==> config.mk <==
export PLATFORM = sky130hd
export DESIGN_NAME = serial_alu
export DESIGN_NICKNAME = d
export VERILOG_FILES = /design/src/rtl/serial_alu.sv
export SDC_FILE = /design/constraint.sdc
export NUM_CORES = 1
export LEC_CHECK = 0
export ABC_CLOCK_PERIOD_IN_PS = 2000
export BUFFER_PORTS_ARGS = -buffer_cell sky130_fd_sc_hd__buf_2
export CAP_MARGIN = 0
export CORE_MARGIN = 2
export CORE_UTILIZATION = 55
export CTS_CLUSTER_SIZE = 28
export DETAILED_ROUTE_END_ITERATION = 7
export HOLD_SLACK_MARGIN = 0.02
export PLACE_DENSITY = 0.8
export SLEW_MARGIN = 30
export SYNTH_ARGS = -nofsm -noshare
export SYNTH_HDL_FRONTEND = slang
export SYNTH_SLANG_ARGS = --single-unit
==> constraint.sdc <==
create_clock -name clk -period 2 [get_ports clk]
set_input_delay 0.4 -clock clk [delete_from_list [all_inputs] [get_ports clk]]
set_output_delay 0.4 -clock clk [all_outputs]
set_load 0.005 [all_outputs]
==> src/rtl/serial_alu.sv <==
// serial_alu: bit-serial ALU that processes one operand bit per clock, LSB first.
// It uses one add/sub/logic slice and a registered carry/borrow.
// Optional build macro SERIAL_ALU_FLAGS_EN enables the registered zero/ovf flags.
// When the macro is undefined, the zero and ovf outputs are tied to 0.
//
// Handshake: start is accepted on any rising edge where busy=0 (IDLE or DONE).
// busy is high from the accept edge until the edge that raises done.
// done is a one-cycle pulse, and y/c_out/b_out/zero/ovf are updated on that same edge.
// start seen while busy=1 is dropped; nothing is queued.
module serial_alu #(
    parameter int WIDTH = 8
) (
    input  logic             clk,
    input  logic             rst_n,
    input  logic             start,
    input  logic [WIDTH-1:0] a,
    input  logic [WIDTH-1:0] b,
    input  logic             c_in,
    input  logic             b_in,
    input  logic [2:0]       sel,
    output logic             busy,
    output logic             done,
    output logic [WIDTH-1:0] y,
    output logic             c_out,
    output logic             b_out,
    output logic             zero,
    output logic             ovf
);

    localparam int CNT_W = (WIDTH > 2) ? $clog2(WIDTH) : 1;
    localparam logic [CNT_W-1:0] LAST_BIT = CNT_W'(WIDTH - 1);

    localparam logic [2:0] OP_ADD = 3'b000;
    localparam logic [2:0] OP_SUB = 3'b001;
    localparam logic [2:0] OP_AND = 3'b010;
    localparam logic [2:0] OP_NOR = 3'b011;
    localparam logic [2:0] OP_XOR = 3'b111;

    typedef enum logic [1:0] {
        IDLE = 2'd0,
        RUN  = 2'd1,
        DONE = 2'd2
    } state_t;

    state_t           state;
    state_t           state_next;
    logic [CNT_W-1:0] cnt;
    logic [WIDTH-1:0] a_sr;
    logic [WIDTH-1:0] b_sr;
    logic [WIDTH-2:0] res_sr;     // bits already produced, collected from the top down
    logic [2:0]       op;
    logic             cb;         // carry (ADD) or borrow (SUB) into the current bit

    logic             accept;
    logic             last;
    logic             bit_a;
    logic             bit_b;
    logic             bit_y;
    logic             cb_next;
    logic [WIDTH-1:0] result_full;

    assign accept = start && (state != RUN);
    assign last   = (state == RUN) && (cnt == LAST_BIT);
    assign bit_a  = a_sr[0];
    assign bit_b  = b_sr[0];

    // The next result value, including the bit being computed now (LSB-first shift right).
    assign result_full = {bit_y, res_sr};

    // busy decodes the state register only, so it has no path from the inputs.
    assign busy = (state == RUN);

    // State register
    always_ff @(posedge clk or negedge rst_n) begin
        if (!rst_n) begin
            state <= IDLE;
        end else begin
            state <= state_next;
        end
    end

    // Next-state logic: IDLE/DONE accept a new start; RUN leaves after the last bit
    always_comb begin
        state_next = state;
        case (state)
            IDLE: begin
                if (start) state_next = RUN;
            end
            RUN: begin
                if (cnt == LAST_BIT) state_next = DONE;
            end
            DONE: begin
                state_next = start ? RUN : IDLE;
            end
            default: state_next = IDLE;
        endcase
    end

    // One-bit slice: add/sub with a carry/borrow chain, or a bitwise logic op
    always_comb begin
        bit_y   = 1'b0;
        cb_next = 1'b0;
        case (op)
            OP_ADD: begin
                bit_y   = bit_a ^ bit_b ^ cb;
                cb_next = (bit_a & bit_b) | (bit_b & cb) | (cb & bit_a);
            end
            OP_SUB: begin
                bit_y   = bit_a ^ bit_b ^ cb;
                cb_next = (~bit_a & bit_b) | (~(bit_a ^ bit_b) & cb);
            end
            OP_AND: bit_y = bit_a & bit_b;
            OP_NOR: bit_y = ~(bit_a | bit_b);
            OP_XOR: bit_y = bit_a ^ bit_b;
            default: begin
                bit_y   = 1'b0;
                cb_next = 1'b0;
            end
        endcase
    end

    // Operand capture, serial shifting and the result/carry registers
    always_ff @(posedge clk or negedge rst_n) begin
        if (!rst_n) begin
            cnt    <= '0;
            a_sr   <= '0;
            b_sr   <= '0;
            res_sr <= '0;
            op     <= '0;
            cb     <= 1'b0;
            done   <= 1'b0;
            y      <= '0;
            c_out  <= 1'b0;
            b_out  <= 1'b0;
        end else begin
            done <= last;
            if (accept) begin
                a_sr   <= a;
                b_sr   <= b;
                op     <= sel;
                cnt    <= '0;
                res_sr <= '0;
                if (sel == OP_ADD) begin
                    cb <= c_in;
                end else if (sel == OP_SUB) begin
                    cb <= b_in;
                end else begin
                    cb <= 1'b0;
                end
            end else if (state == RUN) begin
                a_sr   <= {1'b0, a_sr[WIDTH-1:1]};
                b_sr   <= {1'b0, b_sr[WIDTH-1:1]};
                res_sr <= result_full[WIDTH-1:1];
                cb     <= cb_next;
                cnt    <= cnt + 1'b1;
                if (last) begin
                    y     <= result_full;
                    c_out <= (op == OP_ADD) && cb_next;
                    b_out <= (op == OP_SUB) && cb_next;
                end
            end
        end
    end

`ifdef SERIAL_ALU_FLAGS_EN
    logic ovf_next;

    // Signed overflow, evaluated on the MSB step (cb is the carry/borrow into the MSB)
    always_comb begin
        ovf_next = 1'b0;
        case (op)
            OP_ADD:  ovf_next = cb ^ cb_next;
            OP_SUB:  ovf_next = (bit_a ^ bit_b) & (bit_a ^ bit_y);
            default: ovf_next = 1'b0;
        endcase
    end

    // Flag registers, updated together with y
    always_ff @(posedge clk or negedge rst_n) begin
        if (!rst_n) begin
            zero <= 1'b0;
            ovf  <= 1'b0;
        end else if (last) begin
            zero <= (result_full == '0);
            ovf  <= ovf_next;
        end
    end
`else
    assign zero = 1'b0;
    assign ovf  = 1'b0;
`endif

endmodule

==> metrics.txt <==
vias in the first global route 1394; post-synthesis average cell area 12.0 sq um; layout cells sized above 1 39.6%; port bufs 35; GRT Util Overall 18.8%; most frequent cells in the layout dfrtp_1, buf_2, nand2_1; row count 22; hold crit path type in2async; sequential cell area fraction in the yosys report 50.7%; VDD IR max 0.734 mV; initial antenna violation count 0; setup total negative slack 0 ns; grt ovf 0; yosys warns 0; Tot Pwr 3.30 mW; initial core utilization 57.5%; Worst-Margin Slew 0.532 ns; status finished clean; Die Y-Extent 66.1 microns; leakage 1.17 nW; final cell count without fillers 260; Root Driver clkbuf_8; Crit Path Category reg2out; synthesis-stage register bit count 43; TritonCTS Buffers 5; drt wl/cell 13.4 microns; Worst Path Max Fanout 15; global-route wire length before repair 6240 microns; Clock Tree Buf Depth 2; Max-Cap Viols 0; DRT Pass-1 Iters 6; Crit. End Element primary output; hold violation total from the final report 0; WP data required 1.60 ns; sw frac 36.4%; min Tclk post-route 1.81 ns; Synth Cell Area 0.00212 sq mm; Mapped Cells 176; # nets final 241; largest net degree at the start of global routing 44; clk_skew 0.00883 ns; Pins Over Slew Limit 0; via count 1379; setup violators final 0; combinational share of power 37.1%; Setup Buffers After CTS 0; Resize count post-CTS 0; commonest non-fill, non-tap cell in the layout dfrtp_1; Pwr per Cell Area 1400 mW/mm^2; Clock Sinks 43; Iter 0 DRT Violations 70; Core Footprint 0.00369 sq mm; later-pin clock latency in the skew report 0.28 ns; I/O Pins 38; Clock Pin Slew Worst Setup and Hold Paths 0.08 ns; Worst R2R Path Depth 5; area growth from synthesis to layout 11.2%; RSZ-0062 raised after global routing false; Pint 2.10 mW; DPL Wire Length 2600 microns; share of power burned in registers 45.4%; placed cells 252; post-route ant nets 0; die width 66.1 microns; fmax 551 MHz; H-tree depth 2; gp weighted congestion 0.832; relative slew slack 64.5%; drc violations 0; WP data arrival 1.41 ns; Clk pwr share 17.6%; DR vias/cell 5.30; die area 0.00437 sq mm; startpoint types flop; CTS tree yes; routed wire length 3470 microns; library cells used by synthesis 32; Sw Pwr 1.20 mW; hold_buf cts 0; Final Cycle Share 90.7%; Antenna Cells 0
metal layers:
layer,vias to the layer above,track usage (%),wire [microns]
li1,670,-,-
met2,32,32.9,1810
met4,0,3.83,7
met1,675,23.2,1500
met5,-,0,0
met3,2,5.28,161
worst max-delay path: stages (launching register included):
cell and delay, ns:
dfrtp_1 0.39, nand2b_1 0.34, inv_6 0.25, buf_2 0.15
power groups by stage:
stage / logic [mW] / registers [mW] / clock network (mW)
after floorplan: 1.09 / 1.46 / 0
after global placement: 1.17 / 1.48 / 0
after detailed placement: 1.24 / 1.52 / 0
after CTS: 1.25 / 1.50 / 0.602
after global routing: 1.39 / 1.55 / 0.638
final: 1.22 / 1.50 / 0.579
cell type report:
type	count	area, sq um
fillers	322	1330
flip-flops and latches	43	1080
multi-input cells	114	881
repair buffers	39	205
clock buffers	8	100
well taps	48	60.1
inverters	8	35.0
Yosys cell counts, drive strengths merged:
| master | n | area (sq um) |
|---|---|---|
| ha | 4 | 50.1 |
| nor3b | 2 | 15.0 |
| dfrtp | 43 | 1080 |
| o22ai | 1 | 6.26 |
| nor2b | 1 | 6.26 |
| mux2 | 11 | 124 |
| conb | 1 | 3.75 |
| nand2b | 2 | 12.5 |
| a31oi | 1 | 6.26 |
| a2111o | 1 | 11.3 |
| nor2 | 3 | 11.3 |
| buf | 11 | 125 |
| nand3 | 1 | 5.00 |
| o21ai | 23 | 175 |
| nand3b | 1 | 20.0 |
| fa | 2 | 40.0 |
| nand2 | 35 | 149 |
| or2 | 1 | 6.26 |
| a22oi | 1 | 7.51 |
| clkbuf | 1 | 7.51 |
| o41ai | 4 | 50.1 |
| inv | 8 | 35.0 |
| o21a | 1 | 7.51 |
| mux2i | 17 | 170 |
final timing paths:
kind	startpoint	endpoint	slack, ns
max	state[1]	busy	0.19
min	rst_n	y[7]	0.17
max reg2reg	a_sr[0]	cb	0.31
min reg2reg	c_out	c_out	0.48
max in group asynchronous	rst_n	cnt[1]	1.45
min in group clk	sel[1]	op[1]	0.36
registers in the layout, summed over array words and instances, names as in the netlist, 2 cells and up:
register	cells
a_sr	8
b_sr	8
cnt	3
op	3
res_sr	7
state	2
y	8
metrics by stage:
stage / hold slack, ns / setup slack, ns / util (%) / instance area (sq um)
floorplan: 0.104 / 0.427 / - / 2120
global placement: 0.462 / 0.397 / 61.2 / 2260
detailed placement: 0.456 / 0.305 / 61.2 / 2260
CTS: 0.191 / 0.177 / 63.9 / 2360
global route: 0.211 / 0.106 / 63.9 / 2360
finish: 0.174 / 0.187 / 63.9 / 2360
cell families after synthesis:
logic type	count (synthesis)	synth area share, %
buf+inv	20	7.91
mux	28	13.9
compound gates	32	12.4
other cells	1	0.177
simple gates	46	10.6
fa+ha+maj	6	4.25
flops	43	50.7
Power figures use the tool's default switching activity.
